## config.mk

```make
export PLATFORM = sky130hd
export DESIGN_NAME = mem_arbiter_flat
export DESIGN_NICKNAME = d
export VERILOG_FILES = /design/src/rtl/mem_arb_pkg.sv /design/src/rtl/mem_arbiter_if.sv /design/src/rtl/mem_arb_mux.sv /design/src/rtl/mem_arbiter.sv /design/src/flat_wrapper.sv
export SDC_FILE = /design/constraint.sdc
export NUM_CORES = 1
export LEC_CHECK = 0
export ABC_AREA = 1
export CORE_AREA = 4 4 115 117
export DETAILED_ROUTE_END_ITERATION = 10
export DIE_AREA = 0 0 119 121
export GPL_ROUTABILITY_DRIVEN = 1
export PLACE_DENSITY_LB_ADDON = 0.1
export SLEW_MARGIN = 20
export SYNTH_ARGS = -nofsm -noshare
export SYNTH_HDL_FRONTEND = slang
export SYNTH_SLANG_ARGS = --single-unit
```

## constraint.sdc

```tcl
create_clock -name clk -period 2.39 [get_ports clk]
set_clock_uncertainty 0.1 [all_clocks]
set_input_delay 0.239 -clock clk [delete_from_list [all_inputs] [get_ports clk]]
set_output_delay 0.239 -clock clk [all_outputs]
set_load 0.01 [all_outputs]
```

## src/rtl/mem_arb_pkg.sv

```systemverilog
// Shared definitions for the two-master memory arbiter: default widths,
// hold limit and the FSM state encoding.
package mem_arb_pkg;

    localparam int ARB_AW       = 32;
    localparam int ARB_DW       = 32;
    localparam int ARB_MAX_HOLD = 8;

    typedef enum logic [1:0] {
        ST_IDLE = 2'd0,
        ST_OWN0 = 2'd1,
        ST_OWN1 = 2'd2
    } arb_state_t;

endpackage

```

## src/rtl/mem_arbiter_if.sv

```systemverilog
// One requester channel of the memory arbiter (a read-modify-write sequencer).
//
// Handshake: the master holds req (with wr_en/addr/wdata valid) until it sees gnt;
// an access completes in every cycle where req && gnt. gnt is registered, so it
// answers a req one cycle later. lock asks to keep gnt in the following cycle.
interface mem_arbiter_if #(
    parameter int AW = 32,
    parameter int DW = 32
);
    logic          req;
    logic          lock;
    logic          wr_en;
    logic [AW-1:0] addr;
    logic [DW-1:0] wdata;
    logic          gnt;
    logic [DW-1:0] rdata;

    modport master (output req, lock, wr_en, addr, wdata, input gnt, rdata);
    modport slave  (input req, lock, wr_en, addr, wdata, output gnt, rdata);
endinterface

```

## src/rtl/mem_arb_mux.sv

```systemverilog
// Owner-select datapath: steers the owning master onto the memory bus and
// returns read data only to the master holding the grant.
module mem_arb_mux #(
    parameter int AW = 32,
    parameter int DW = 32
) (
    input  logic          gnt0,
    input  logic          gnt1,
    input  logic          m0_req,
    input  logic          m0_wr_en,
    input  logic [AW-1:0] m0_addr,
    input  logic [DW-1:0] m0_wdata,
    input  logic          m1_req,
    input  logic          m1_wr_en,
    input  logic [AW-1:0] m1_addr,
    input  logic [DW-1:0] m1_wdata,
    input  logic [DW-1:0] mem_rdata,
    output logic          mem_wr_en,
    output logic [AW-1:0] mem_addr,
    output logic [DW-1:0] mem_wdata,
    output logic [DW-1:0] m0_rdata,
    output logic [DW-1:0] m1_rdata
);

    // A master that drops req while still granted must not write.
    always_comb begin
        mem_wr_en = 1'b0;
        mem_addr  = '0;
        mem_wdata = '0;
        if (gnt0) begin
            mem_wr_en = m0_wr_en & m0_req;
            mem_addr  = m0_addr;
            mem_wdata = m0_wdata;
        end else if (gnt1) begin
            mem_wr_en = m1_wr_en & m1_req;
            mem_addr  = m1_addr;
            mem_wdata = m1_wdata;
        end
    end

    assign m0_rdata = gnt0 ? mem_rdata : '0;
    assign m1_rdata = gnt1 ? mem_rdata : '0;

endmodule

```

## src/rtl/mem_arbiter.sv

```systemverilog
// Round-robin arbiter for two masters sharing one single-port memory, with an
// optional lock bounded by MAX_HOLD cycles while the other master waits.
module mem_arbiter
    import mem_arb_pkg::*;
#(
    parameter int AW       = ARB_AW,
    parameter int DW       = ARB_DW,
    parameter int MAX_HOLD = ARB_MAX_HOLD
) (
    input  logic          clk,
    input  logic          nrst,
    mem_arbiter_if.slave  m0,
    mem_arbiter_if.slave  m1,
    output logic          mem_wr_en,
    output logic [AW-1:0] mem_addr,
    output logic [DW-1:0] mem_wdata,
    input  logic [DW-1:0] mem_rdata,
    output logic          busy,
    output logic          owner,
    output logic [1:0]    dbg_state
);

    localparam int HW = (MAX_HOLD > 2) ? $clog2(MAX_HOLD) : 1;
    localparam logic [HW-1:0] HOLD_LAST = HW'(MAX_HOLD - 1);

    arb_state_t    state;
    logic [HW-1:0] hold_cnt;
    logic          last_owner;
    logic          gnt0;
    logic          gnt1;

    // Grants decode straight from the state register: no req-to-gnt comb path.
    assign gnt0      = (state == ST_OWN0);
    assign gnt1      = (state == ST_OWN1);
    assign m0.gnt    = gnt0;
    assign m1.gnt    = gnt1;
    assign busy      = gnt0 | gnt1;
    assign owner     = gnt1;
    assign dbg_state = state;

    always_ff @(posedge clk or negedge nrst) begin
        if (!nrst) begin
            state      <= ST_IDLE;
            hold_cnt   <= '0;
            last_owner <= 1'b1;
        end else begin
            case (state)
                ST_IDLE: begin
                    hold_cnt <= '0;
                    if (m0.req && m1.req)
                        state <= last_owner ? ST_OWN0 : ST_OWN1;
                    else if (m0.req)
                        state <= ST_OWN0;
                    else if (m1.req)
                        state <= ST_OWN1;
                end
                ST_OWN0: begin
                    if (m0.req && (!m1.req || (m0.lock && hold_cnt < HOLD_LAST))) begin
                        if (hold_cnt != HOLD_LAST)
                            hold_cnt <= hold_cnt + 1'b1;
                    end else begin
                        state      <= m1.req ? ST_OWN1 : ST_IDLE;
                        last_owner <= 1'b0;
                        hold_cnt   <= '0;
                    end
                end
                ST_OWN1: begin
                    if (m1.req && (!m0.req || (m1.lock && hold_cnt < HOLD_LAST))) begin
                        if (hold_cnt != HOLD_LAST)
                            hold_cnt <= hold_cnt + 1'b1;
                    end else begin
                        state      <= m0.req ? ST_OWN0 : ST_IDLE;
                        last_owner <= 1'b1;
                        hold_cnt   <= '0;
                    end
                end
                default: begin
                    state    <= ST_IDLE;
                    hold_cnt <= '0;
                end
            endcase
        end
    end

    mem_arb_mux #(
        .AW(AW),
        .DW(DW)
    ) u_mux (
        .gnt0      (gnt0),
        .gnt1      (gnt1),
        .m0_req    (m0.req),
        .m0_wr_en  (m0.wr_en),
        .m0_addr   (m0.addr),
        .m0_wdata  (m0.wdata),
        .m1_req    (m1.req),
        .m1_wr_en  (m1.wr_en),
        .m1_addr   (m1.addr),
        .m1_wdata  (m1.wdata),
        .mem_rdata (mem_rdata),
        .mem_wr_en (mem_wr_en),
        .mem_addr  (mem_addr),
        .mem_wdata (mem_wdata),
        .m0_rdata  (m0.rdata),
        .m1_rdata  (m1.rdata)
    );

endmodule

```

## src/flat_wrapper.sv

```systemverilog
// flat-port wrapper written by rule: the top's interface ports become plain ports
module mem_arbiter_flat import mem_arb_pkg::*;
#(
    parameter int AW       = ARB_AW,
    parameter int DW       = ARB_DW,
    parameter int MAX_HOLD = ARB_MAX_HOLD
)
  (clk, nrst, mem_wr_en, mem_addr, mem_wdata, mem_rdata, busy, owner, dbg_state, m0_req, m0_lock, m0_wr_en, m0_addr, m0_wdata, m0_gnt, m0_rdata, m1_req, m1_lock, m1_wr_en, m1_addr, m1_wdata, m1_gnt, m1_rdata);
  mem_arbiter_if #(.AW(AW), .DW(DW)) m0_i ();
  mem_arbiter_if #(.AW(AW), .DW(DW)) m1_i ();
  input  logic clk;
  input  logic nrst;
  output logic mem_wr_en;
  output logic [AW-1:0] mem_addr;
  output logic [DW-1:0] mem_wdata;
  input  logic [DW-1:0] mem_rdata;
  output logic busy;
  output logic owner;
  output logic [1:0] dbg_state;
  input wire logic [$bits(m0_i.req)-1:0] m0_req;
  input wire logic [$bits(m0_i.lock)-1:0] m0_lock;
  input wire logic [$bits(m0_i.wr_en)-1:0] m0_wr_en;
  input wire logic [$bits(m0_i.addr)-1:0] m0_addr;
  input wire logic [$bits(m0_i.wdata)-1:0] m0_wdata;
  output wire logic [$bits(m0_i.gnt)-1:0] m0_gnt;
  output wire logic [$bits(m0_i.rdata)-1:0] m0_rdata;
  input wire logic [$bits(m1_i.req)-1:0] m1_req;
  input wire logic [$bits(m1_i.lock)-1:0] m1_lock;
  input wire logic [$bits(m1_i.wr_en)-1:0] m1_wr_en;
  input wire logic [$bits(m1_i.addr)-1:0] m1_addr;
  input wire logic [$bits(m1_i.wdata)-1:0] m1_wdata;
  output wire logic [$bits(m1_i.gnt)-1:0] m1_gnt;
  output wire logic [$bits(m1_i.rdata)-1:0] m1_rdata;
  assign m0_i.req = m0_req;
  assign m0_i.lock = m0_lock;
  assign m0_i.wr_en = m0_wr_en;
  assign m0_i.addr = m0_addr;
  assign m0_i.wdata = m0_wdata;
  assign m0_gnt = m0_i.gnt;
  assign m0_rdata = m0_i.rdata;
  assign m1_i.req = m1_req;
  assign m1_i.lock = m1_lock;
  assign m1_i.wr_en = m1_wr_en;
  assign m1_i.addr = m1_addr;
  assign m1_i.wdata = m1_wdata;
  assign m1_gnt = m1_i.gnt;
  assign m1_rdata = m1_i.rdata;
  mem_arbiter #(.AW(AW), .DW(DW), .MAX_HOLD(MAX_HOLD)) u_core (.clk(clk), .nrst(nrst), .m0(m0_i), .m1(m1_i), .mem_wr_en(mem_wr_en), .mem_addr(mem_addr), .mem_wdata(mem_wdata), .mem_rdata(mem_rdata), .busy(busy), .owner(owner), .dbg_state(dbg_state));
endmodule
```

==> results of run 1 <==
sequential cells by signal (all words and copies together), names as in the netlist:
signal,flops
u_core.dbg_state,2
u_core.hold_cnt,3
u_core.last_owner,1
cell type report:
class	count	area (sq um)	share of cell area, %
flip-flops and latches	6	153	2.87
inverters	73	274	5.16
repair buffers	316	3220	60.6
multi-input cells	302	1370	25.8
clock buffers	4	78.8	1.48
well taps	172	215	4.05
cell families (layout without fill, tap and decap cells):
kind of cell | count (synthesis) | after routing | share of synthesized area [%]
adder cells (fa/ha/maj) | 5 | 5 | 3.15
buffers and inverters | 103 | 393 | 24.6
multiplexers | 1 | 1 | 0.504
AO/OA/AOI/OAI | 2 | 2 | 0.756
XOR/XNOR | 1 | 1 | 0.441
AND/OR/NAND/NOR | 293 | 293 | 62.9
flip-flops | 6 | 6 | 7.62
stage by stage:
| step | instances | power [uW] | hold WS [ns] | area (sq um) |
|---|---|---|---|---|
| 6_report | 873 | 4340 | 0.157 | 5310 |
| 2_1_floorplan | 411 | 1920 | -0.157 | 1990 |
| 5_1_grt | 873 | 4660 | 0.179 | 5310 |
| 3_5_place_dp | 865 | 4000 | 0.359 | 5160 |
| 3_3_place_gp | 865 | 3990 | 0.356 | 5160 |
| 4_1_cts | 869 | 4290 | 0.176 | 5240 |
cells in the final DEF (no fill, tap or decap), drive strengths merged:
master           n
inv             73
nand2          214
nand4            2
buf             11
xnor2            1
nand3           68
nor2             7
a32o             1
dlymetal6s2s     4
dlygate4sd2      2
dfrtp            5
clkdlybuf4s50  296
or2              2
dfstp            1
clkbuf           7
mux2i            1
a21oi            1
ha               5
per-layer routing:
layer,wire length (um),share of wire (%),global-route usage (%)
met5,0,0,0
met4,142,1.1,1.67
met3,836,6.7,3.17
met2,6890,55,30.2
met1,4620,37,15.7
worst reg2reg max path: cells and delay by family (launching register included):
| kind | cells | cell delay (ns) |
|---|---|---|
| AOI/OAI and AO/OA | 1 | 0.17 |
| adders and majority gates | 1 | 0.24 |
| buffers and inverters | 3 | 0.34 |
| DFF | 1 | 0.44 |
| and+or+nand+nor | 2 | 0.24 |
cells in the mapped netlist:
master / count / share of area (%)
or2_1: 1 / 0.32
a32o_1: 1 / 0.50
buf_6: 7 / 4.0
dfstp_2: 1 / 1.3
nand2_1: 212 / 40
ha_1: 5 / 3.2
nor2_1: 7 / 1.3
buf_4: 10 / 3.8
inv_2: 3 / 0.57
or2_0: 1 / 0.32
inv_1: 70 / 13
dfrtp_1: 5 / 6.3
clkbuf_1: 4 / 0.76
mux2i_1: 1 / 0.50
nand3_2: 10 / 5.0
buf_2: 9 / 2.3
a21oi_1: 1 / 0.25
nand3_1: 58 / 15
nand2_2: 2 / 0.63
nand4_1: 2 / 0.63
xnor2_1: 1 / 0.44
repair_timing:
item | in CTS | in global routing
pin swaps | 1 | 1
gates resized for setup | 2 | 7
cloned | 0 | 2
setup endpoints to repair | 15 | 82
buffers inserted | 0 | 2
report_power, final:
group          switching (uW)  internal (uW)  leakage (uW)  total, uW
combinational            1860           2040       0.00269       3900
clock                    58.1            221     0.0000382        280
sequential               24.5            137     0.0000763        162
worst paths after layout:
check	startpoint	end	slack, ns	cells past startpoint
worst max register to register	u_core.dbg_state[0]	u_core.dbg_state[0]	0.79	7
worst max-delay path	u_core.dbg_state[0]	mem_addr[10]	0.08	6
worst min-delay path	nrst	u_core.hold_cnt[2]	0.16	1
min in group clk	u_core.last_owner	u_core.last_owner	0.36	2
max in group asynchronous	nrst	u_core.last_owner	1.76	1
worst min register to register	u_core.last_owner	u_core.last_owner	0.36	2
==> impl_results.md, run 1 <==
- Detailed placement HPWL: 10100 um
- Router iterations before antenna repair: 6
- Fill count: approximately 1400
- Max clock buf depth: 2
- Cell variety after synth: 21
- Sum Neg Setup Slack: 0 ns
- ANT nets after route: 0
- Iter 0 DRT Violations: between 100 and 150
- Crit end category: output port
- Fin. Hold Viols: 0
- Post-Route WL: approximately 12000 um
- Cts bufs inserted: 3
- Die X: ~120 um
- Crit path kind: flop to output port
- Vias per std cell: between 3 and 4
- Mapped Area: roughly 2000 sq um
- Vias in the first global route: roughly 3200
- Setup violations, final: 0
- Min-delay worst type: input port to async pin
- F_max: around 430 MHz
- Pre-CTS setup slack: around 0.22 ns
- Largest net degree at the start of global routing: between 50 and 60
- H-tree depth: 1
- Slew @ Worst Pin: 0.277 ns
- RSZ-0062 raised after global routing: yes
- Hold-fix buffers, CTS: 0
- Core box area: roughly 12000 sq um
- Max Slew Vio Count: 0
- Initial antenna violation count: 0
- Worst skew pair latency: around 0.23 ns
- Final #Nets: between 800 and 900
- Status: finished, final reports clean
- Clock-pin slew on the worst setup and hold paths: 0.03 ns
- Max Cap Viol: 0
- Critical Path Slowest Stage Cell: clkdlybuf4s50_1
- Crit start category: flop
- Lkg Pwr: approximately 0.0028 uW
- Number of port buffers: roughly 300
- CP max stage delay: 0.53 ns
- Root buffer cell: clkbuf_16
- Largest delay share family, worst path: buffers and inverters
- PwrDens: between 800 and 900 nW/um^2
- Die Span Y: 121 um
- Total number of yosys warnings: 0
- Util after Layout: between 40% and 50%
- DIE AREA: approximately 14000 sq um
- Crit path max fanout: 15
- Ant diodes: 0
- Overflow after GRT: 0
- Fin crit share: a little over nine tenths
- CTS sink cnt: 6
- Starting density of the core: roughly 16%
- VDD IR-drop max: between 0.0006 and 0.0007 V
- First-pass GRT wire length: between 15000 and 20000 um
- Max_slew headroom: about four fifths
- Final WS setup: around 0.076 ns
- Post-Syn Area per Cell: about 4.8 sq um
- CP required: 2.05 ns
- Cell count after synthesis: between 400 and 500
- Period minus WS final: 2.31 ns
- Area Overhead vs Synth: 168%
- Post-Syn Nets: roughly 580
- Aggregate global-route resource usage: 14.8%
- TritonCTS clock tree: done
- WP buf/inv: 3
- Vias: between 3000 and 4000
- Drt drc: 0
- GP Congestion: 0.800
- Yosys reg bits: 6
- WP data arrival: roughly 2.0 ns
- Share of cells above drive strength 1: 5.28%
- Critical Path, Cell by Cell: inv_2, ha_4, buf_4, nand3_1, nand2_1, clkdlybuf4s50_1
- Ports: between 300 and 400
- Sequential fraction of the synthesis area: under 10%
- Site Rows: 41
- DR WL/cell: roughly 14 um
Note: power is estimated with default switching activity, not from simulation.
==> run 2, diff against run 1 <==
--- a/config.mk
+++ b/config.mk
@@ -6,9 +6,9 @@
 export NUM_CORES = 1
 export LEC_CHECK = 0
 export ABC_AREA = 1
-export CORE_AREA = 4 4 115 117
+export CORE_AREA = 2 2 119 121
 export DETAILED_ROUTE_END_ITERATION = 10
-export DIE_AREA = 0 0 119 121
+export DIE_AREA = 0 0 121 123
 export GPL_ROUTABILITY_DRIVEN = 1
 export PLACE_DENSITY_LB_ADDON = 0.1
 export SLEW_MARGIN = 20
==> constraint.sdc (replaced) <==
create_clock -name clk -period 2.3 [get_ports clk]
set_clock_uncertainty 0.1 [all_clocks]
set_input_delay 0.23 -clock clk [delete_from_list [all_inputs] [get_ports clk]]
set_output_delay 0.23 -clock clk [all_outputs]
set_load 0.01 [all_outputs]
==> run 2 against run 1 <==
  * Clock power rose by 4%
  * Sequential power rose by 3%
  * Die area rose by 3.4%
  * Combinational power rose by 6.9%
  * Total power rose by 6.7%
  * Critical endpoint is now mem_addr[11]
  * Largest cell class unchanged
  * Highest routed layer unchanged
==> impl_results.md, run 2 (synthesized netlist as in run 1, its figures left out) <==
- Router iterations before antenna repair: 4
- Share of cells above drive strength 1: under 10%
- Die Span Y: 123 um
- Clock-pin slew on the worst setup and hold paths: roughly 0.040 ns
- Ant diodes: 0
- First-pass GRT wire length: roughly 16000 um
- Reg2reg path depth: 10
- VDD IR-drop max: around 0.00037 V
- Setup violations, final: 0
- Met1 Usage GRT: around 15%
- Cts bufs inserted: 3
- Area Overhead vs Synth: 175%
- Root buffer cell: clkbuf_16
- Initial antenna violation count: 0
- Final WS setup: slightly above 0.05 ns
- Number of port buffers: between 300 and 400
- Status: finished, final reports clean
- Max_slew headroom: 81.1%
- Lkg Pwr: about 0.0031 uW
- Slew @ Worst Pin: approximately 0.28 ns
- Util after Layout: roughly 40%
- Crit path max fanout: 24
- Final Cell Area: about 5500 sq um
- Vias per std cell: slightly below 4
- Core box area: 13600 sq um
- CTS sink cnt: 6
- M3 GR Usage: around 3.1%
- Detailed placement HPWL: just over 9000 um
- WP data arrival: between 1.5 and 2 ns
- Fin. Hold Viols: 0
- Aggregate global-route resource usage: between 10% and 20%
- ANT nets after route: 0
- Max Cap Viol: 0
- Max clock buf depth: 2
- Max Slew Vio Count: 0
- Hold-fix buffers, CTS: 0
- DIE AREA: approximately 15000 sq um
- Crit start category: flop
- Overflow after GRT: 0
- Site Rows: between 40 and 50
- Most common cell after layout, fill and taps aside: clkdlybuf4s50_1
- Worst skew pair latency: approximately 0.23 ns
- RSZ-0062 raised after global routing: yes
- GP Congestion: 0.834
- Most frequent cells in the layout: clkdlybuf4s50_1, nand2_1, inv_1
- PwrDens: 849 nW/um^2
- Routing usage on met2: 26.5%
- Ports: a little over 300
- Register with the most flip-flops: u_core.hold_cnt
- Pre-CTS setup slack: 0.203 ns
- Max reg flops: 3
- Drt drc: 0
- Final Power: 4630 uW
- Final #Nets: 880
- DR WL/cell: between 10 and 15 um
- H-tree depth: 1
- Min-delay worst type: input port to async pin
- Period minus WS final: 2.25 ns
- Final hold slack: 0.146 ns
- Fin crit share: about 98%
- Vias in the first global route: 3158
- CP required: 1.97 ns
- F_max: approximately 440 MHz
- DP Area: between 5000 and 6000 sq um
- TritonCTS clock tree: done
- Iter 0 DRT Violations: 96
- GRT busiest layer: met2
- Vias: around 3500
- Starting density of the core: 14.6%
- Die X: 121 um
- Crit path kind: flop to output port
- Crit end category: output port
- Post-Route WL: roughly 12000 um
- Largest net degree at the start of global routing: 56
run 2: cell type report:
| cell class | instances | area (sq um) |
|---|---|---|
| tap | 180 | 225 |
| multi-input combinational | 302 | 1370 |
| inverter | 73 | 274 |
| clock buffer | 4 | 78.8 |
| fill | 1391 | 8160 |
| sequential | 6 | 153 |
| timing repair buffer | 321 | 3350 |
run 2: repair_timing:
item | 4_1_cts | 5_1_grt
resized for setup | 7 | 22
cloned | 1 | 3
buffers inserted | 1 | 4
endpoints found under the setup margin | 36 | 100
pin swaps | 1 | 0
run 2: final timing paths:
check / startpoint / end / slack (ns)
min in group clk: u_core.last_owner / u_core.last_owner / 0.35
hold reg to reg: u_core.last_owner / u_core.last_owner / 0.35
max in group asynchronous: nrst / u_core.last_owner / 1.68
setup / recovery: u_core.dbg_state[0] / mem_addr[11] / 0.05
setup reg to reg: u_core.dbg_state[1] / u_core.dbg_state[0] / 0.68
hold / removal: nrst / u_core.hold_cnt[1] / 0.15
run 2: critical path, stage by stage (launching register included):
cell and delay, ns:
dfrtp_2 0.44, ha_4 0.20, inv_2 0.12, clkbuf_16 0.23, nand3_1 0.10, nand2_1 0.07
clkdlybuf4s50_1 0.53
run 2: stage by stage:
| stage | cells | TNS, ns |
|---|---|---|
| after detailed placement | 873 | 0 |
| after CTS | 879 | 0 |
| after global routing | 886 | -0.442 |
| after floorplan | 411 | 0 |
| final | 886 | 0 |
| after global placement | 873 | 0 |
run 2: where the power goes:
| part | switching [uW] | internal (uW) |
|---|---|---|
| registers | 24.0 | 143 |
| logic | 1950 | 2220 |
| clock network | 60.8 | 230 |
run 2: layer usage:
metal	vias to the layer above	wire length [um]	share of wire [%]
li1	1807	-	-
met1	1549	4560	38
met2	151	6330	53
met3	10	950	7.9
met4	0	139	1.2
met5	-	0	0
==> variant 1: new RTL, config.mk and constraints of run 1 <==
Change the package constant `ARB_AW` from 32 to 48.
--- a/src/rtl/mem_arb_pkg.sv
+++ b/src/rtl/mem_arb_pkg.sv
@@ -2,7 +2,7 @@
 // hold limit and the FSM state encoding.
 package mem_arb_pkg;
 
-    localparam int ARB_AW       = 32;
+    localparam int ARB_AW       = 48;
     localparam int ARB_DW       = 32;
     localparam int ARB_MAX_HOLD = 8;
 
Interface: changed (resized m0_addr, m1_addr and mem_addr); port bits go from 303 to 351. No check against the original RTL was run, so the function may have changed too.
==> variant 1 against run 1 <==
- sequential cell count is the same
- die area is the same
- routed wire length grew 24%
- synthesized area grew 9.8%
- design area grew 14%
- power grew 17%
- first-iteration DRC count grew 62%
- setup slack lost 16 ps
- non-clock buffer count grew 52
- count of clock-buffer cells in the layout is the same
==> variant 1: results (changes against run 1) <==
Run status
  • Result of the run: finished, final reports clean

Cells and area
  • #MultiIn Comb: 350 (+16%)
  • Clk tree area frac: 1.30% (-0.18 points)
  • Register area: 153 um^2 (unchanged)
  • Buffers, non-clock: 368 (+16%)
  • Final Util: 49.0% (+6.0 points)
  • Fillers: 1258 (-7.1%)
  • Share of cells above drive strength 1: 3.75% (-1.5 points)
  • Final nets: 1007 (+15%)
  • # diodes: 1 (+1)
  • NonClk Buf Share: 62.9% (+2.3 points)
  • Post-Layout Cell Count: 974 (+12%)
  • Multi-input gate area: 1520 um^2 (+11%)

Place
  • Gp weighted congestion: 0.821 (+2.6%)
  • Placed Area: 5810 um^2 (+13%)
  • Placed Instances: 960 (+11%)
  • Dpl ws: 173 ps (-47.9 ps)
  • Final HPWL DP: 12600 um (+25%)
  • IO Port Bufs: 350 (+16%)

Worst setup path
  • Setup CP Type: reg2out
  • R2R Path Start: u_core.dbg_state[1]$_DFFE_PN0P_
  • Worst R2R Path Depth: 9 (+2)
  • R2r setup slk: 760 ps (-30 ps)
  • Crit path to: mem_wr_en
  • Max FO, Critical Path: 33 (+18)
  • FF-to-FF End: u_core.hold_cnt[1]$_DFF_PN0_

Timing
  • Fin crit share: 97.5% (+0.69 points)
  • Actual transition at the worst max-transition pin: 272 ps (-4.83 ps)
  • Fin Hold WS: 155 ps (-1.79 ps)

Routing
  • M1 WL: 5320 um (+15%)
  • Routed met3 length: 1450 um (+74%)
  • DRT Pass-1 Iters: 4 (-2)
  • Vias per cell: 4.18 (+5.4%)
  • Met2 wire length: 8590 um (+25%)
  • Number of DRC markers in iteration 0: 185 (+62%)
  • Avg WL per Cell: 15.9 um (+11%)

Global routing
  • First-pass GRT wire length: 21600 um (+24%)
  • GRT met2 Usage: 38.7% (+8.5 points)
  • Vias in the first global route: 3828 (+19%)
  • Initial antenna violation count: 0 (unchanged)
  • GRT met3 Usage: 6.06% (+2.9 points)
  • Largest net degree at the start of global routing: 57 (+3.6%)
  • GR met1 Demand/Resource: 18.3% (+2.6 points)
  • Total GRT Usage: 18.8% (+4.1 points)

Pwr
  • Pleak: 3.13 nW (+12%)
  • IR drop worst, VDD: 0.404 mV (-34%)

Synthesis
  • Netlist cell types: 20 (-4.8%)
  • Area contributors post-synth: nand2_1 (42%), nand3_1 (19%), inv_1 (12%)
  • Syn avg cell area: 4.70 um^2 (-2.8%)
  • Top cells by instance count after synthesis: nand2_1 (244), nand3_1 (84), inv_1 (71)
  • Post-synthesis sequential area ratio: 6.95% (-0.68 points)
  • Async set-reset flop share out of synthesis: 100% (unchanged)
  • Syn_nets: 669 (+15%)

Clocking
  • Reg clk slew, reported paths: 30 ps (about the same)
  • Cts repair resizes: 5 (+3)

Die
  • Tap cells: 172 (unchanged)
variant 1: kinds of logic (layout without fill, tap and decap cells):
logic type                 count (synthesis)  after routing  share of synthesized area, %
xor gates and xnor gates                   1              1                         0.402
other                                      0              1                             0
buffers and inverters                    108            445                          24.4
AOI/OAI and AO/OA                          2              2                         0.689
DFF                                        6              6                          6.95
and+or+nand+nor                          341            341                          64.2
adders and majority gates                  5              5                          2.87
muxes                                      1              1                         0.459
variant 1: critical path, delay by kind of cell (launching register included):
kind / cells / cell delay [ps]
buffers and inverters: 4 / 980
DFF: 1 / 360
adders and majority gates: 1 / 200
AOI/OAI and AO/OA: 1 / 120
and+or+nand+nor: 1 / 100
variant 1: power by group:
group	leakage (nW)	internal, mW	switching [mW]
Clock	0.0382	0.221	0.0556
Combinational	3.02	2.45	2.20
Sequential	0.0763	0.137	0.0247
Total	3.13	2.81	2.28
==> variant 2: new RTL, flow settings as in run 1 <==
Without the edit above. Put one more register stage on the output `dbg_state`, cleared by the reset. The value now appears one clock later. The other outputs are not delayed to match.
--- a/src/rtl/mem_arbiter.sv
+++ b/src/rtl/mem_arbiter.sv
@@ -36,7 +36,13 @@
     assign m1.gnt    = gnt1;
     assign busy      = gnt0 | gnt1;
     assign owner     = gnt1;
-    assign dbg_state = state;
+    always_ff @(posedge clk or negedge nrst) begin
+        if (!nrst) begin
+            dbg_state <= '0;
+        end else begin
+            dbg_state <= state;
+        end
+    end
 
     always_ff @(posedge clk or negedge nrst) begin
         if (!nrst) begin
Function: changed (Yosys sat finds a counterexample within 4 cycles, from zero or initial values and one cycle with nrst low).
==> variant 2 against run 1 <==
- power up 0.23%
- critical path depth unchanged
- sequential share of layout area rose by 0.87 points
- critical endpoint is now mem_wdata[10]
- routed wire length up 1.5%
- die area unchanged
- design area is 2.0% higher
- sequential cell count grew 2
- non-clock buffer count grew 1
- largest cell class unchanged
- synthesized area shrank 0.69%
- maximum frequency decreased by 0.55%
- setup slack worse by 13 ps
- synthesized cell count stayed put
==> variant 2: results (changes against run 1) <==
Pwr
  • IR drop worst, VDD: 0.384 mV (-38%)
  • Internal: 2.42 mW (+0.79%)
  • NetSw: 1.94 mW (-0.45%)
  • Pleak: 3.34 nW (+19%)
  • Combinational share of power: 88.0% (-1.8 points)
  • Clk. pwr: 0.293 mW (+5%)

Routing
  • Number of DRC markers in iteration 0: 109 (-4.4%)
  • DRT Pass-1 Iters: 4 (-2)
  • Final WL: 12700 um (+1.5%)
  • Vias per cell: 4.00 (+0.81%)
  • M1 WL: 4530 um (-2.0%)
  • DR top layer: met5

Clocking
  • Cts repair resizes: 3 (+1)
  • Post-CTS Setup Inserts: 1 (+1)

Place
  • Dpl ws: 135 ps (-85.9 ps)
  • Gp weighted congestion: 0.796 (-0.52%)

Worst setup path
  • FF-to-FF End: u_core.state[1]$_DFFE_PN0P_
  • Crit path to: mem_wdata[10]
  • R2r setup slk: 730 ps (-60 ps)
  • Critical path launch point: u_core.state[1]$_DFFE_PN0P_
  • Max FO, Critical Path: 21 (+6)

Global routing
  • Largest net degree at the start of global routing: 59 (+7.3%)
  • Total GRT Usage: 16.1% (+1.3 points)
  • First-pass GRT wire length: 18500 um (+6.5%)
  • Initial antenna violation count: 2 (+2)
  • Vias in the first global route: 3492 (+9.0%)

Run status
  • Result of the run: finished, final reports clean

Synthesis
  • Post-synthesis sequential area ratio: 10.2% (+2.6 points)
  • Syn avg cell area: 4.80 um^2 (-0.69%)
  • Area contributors post-synth: nand2_1 (40%), nand3_1 (18%), inv_1 (13%)

Cells and area
  • Final nets: 876 (+0.11%)
  • Share of cells above drive strength 1: 3.85% (-1.4 points)

Timing
  • Worst slew margin: 75.1% (-6.3 points)
[variant 2: cell count changes in the layout (fill, tap and decap cells not counted), sizes merged, moves of 3 or more]
| cell | delta |
|---|---|
| nor2 | -3 |
| dlymetal6s2s | +34 |
| clkdlybuf4s50 | -32 |
| nand3 | +3 |
[variant 2: cell families after synthesis]
kind of cell / Yosys count / synth area share (%)
AND/OR/NAND/NOR: 290 / 60.0
buffers and inverters: 102 / 24.4
flip-flops: 8 / 10.2
adder cells (fa/ha/maj): 5 / 3.17
AO/OA/AOI/OAI: 4 / 1.27
XOR/XNOR: 1 / 0.444
multiplexers: 1 / 0.508
[variant 2: final cells by class]
class / count / area share (%)
Inverter: 72 / 4.99
Timing Repair Buffer: 317 / 61.6
Tap cell: 172 / 3.97
Multi-Input combinational cell: 301 / 24.3
Sequential cell: 8 / 3.74
Clock buffer: 4 / 1.45
[variant 2: worst min path at each step]
stage                                             start                             to  slack [ps]
after global placement    u_core.last_owner$_DFFE_PN1P_  u_core.last_owner$_DFFE_PN1P_         360
after floorplan                                    nrst  u_core.dbg_state[0]$_DFF_PN0_        -160
after detailed placement  u_core.last_owner$_DFFE_PN1P_  u_core.last_owner$_DFFE_PN1P_         360
final                                              nrst  u_core.dbg_state[1]$_DFF_PN0_         190
after CTS                                          nrst  u_core.dbg_state[1]$_DFF_PN0_         200
after global routing                               nrst  u_core.dbg_state[1]$_DFF_PN0_         220
[variant 2: routing by layer]
| metal | up-vias | GRT usage [%] |
|---|---|---|
| met2 | 203 | 31.1 |
| met1 | 1470 | 16.8 |
| met4 | 4 | 3.48 |
| li1 | 1803 | - |
| met3 | 17 | 5.41 |
| met5 | - | 0 |
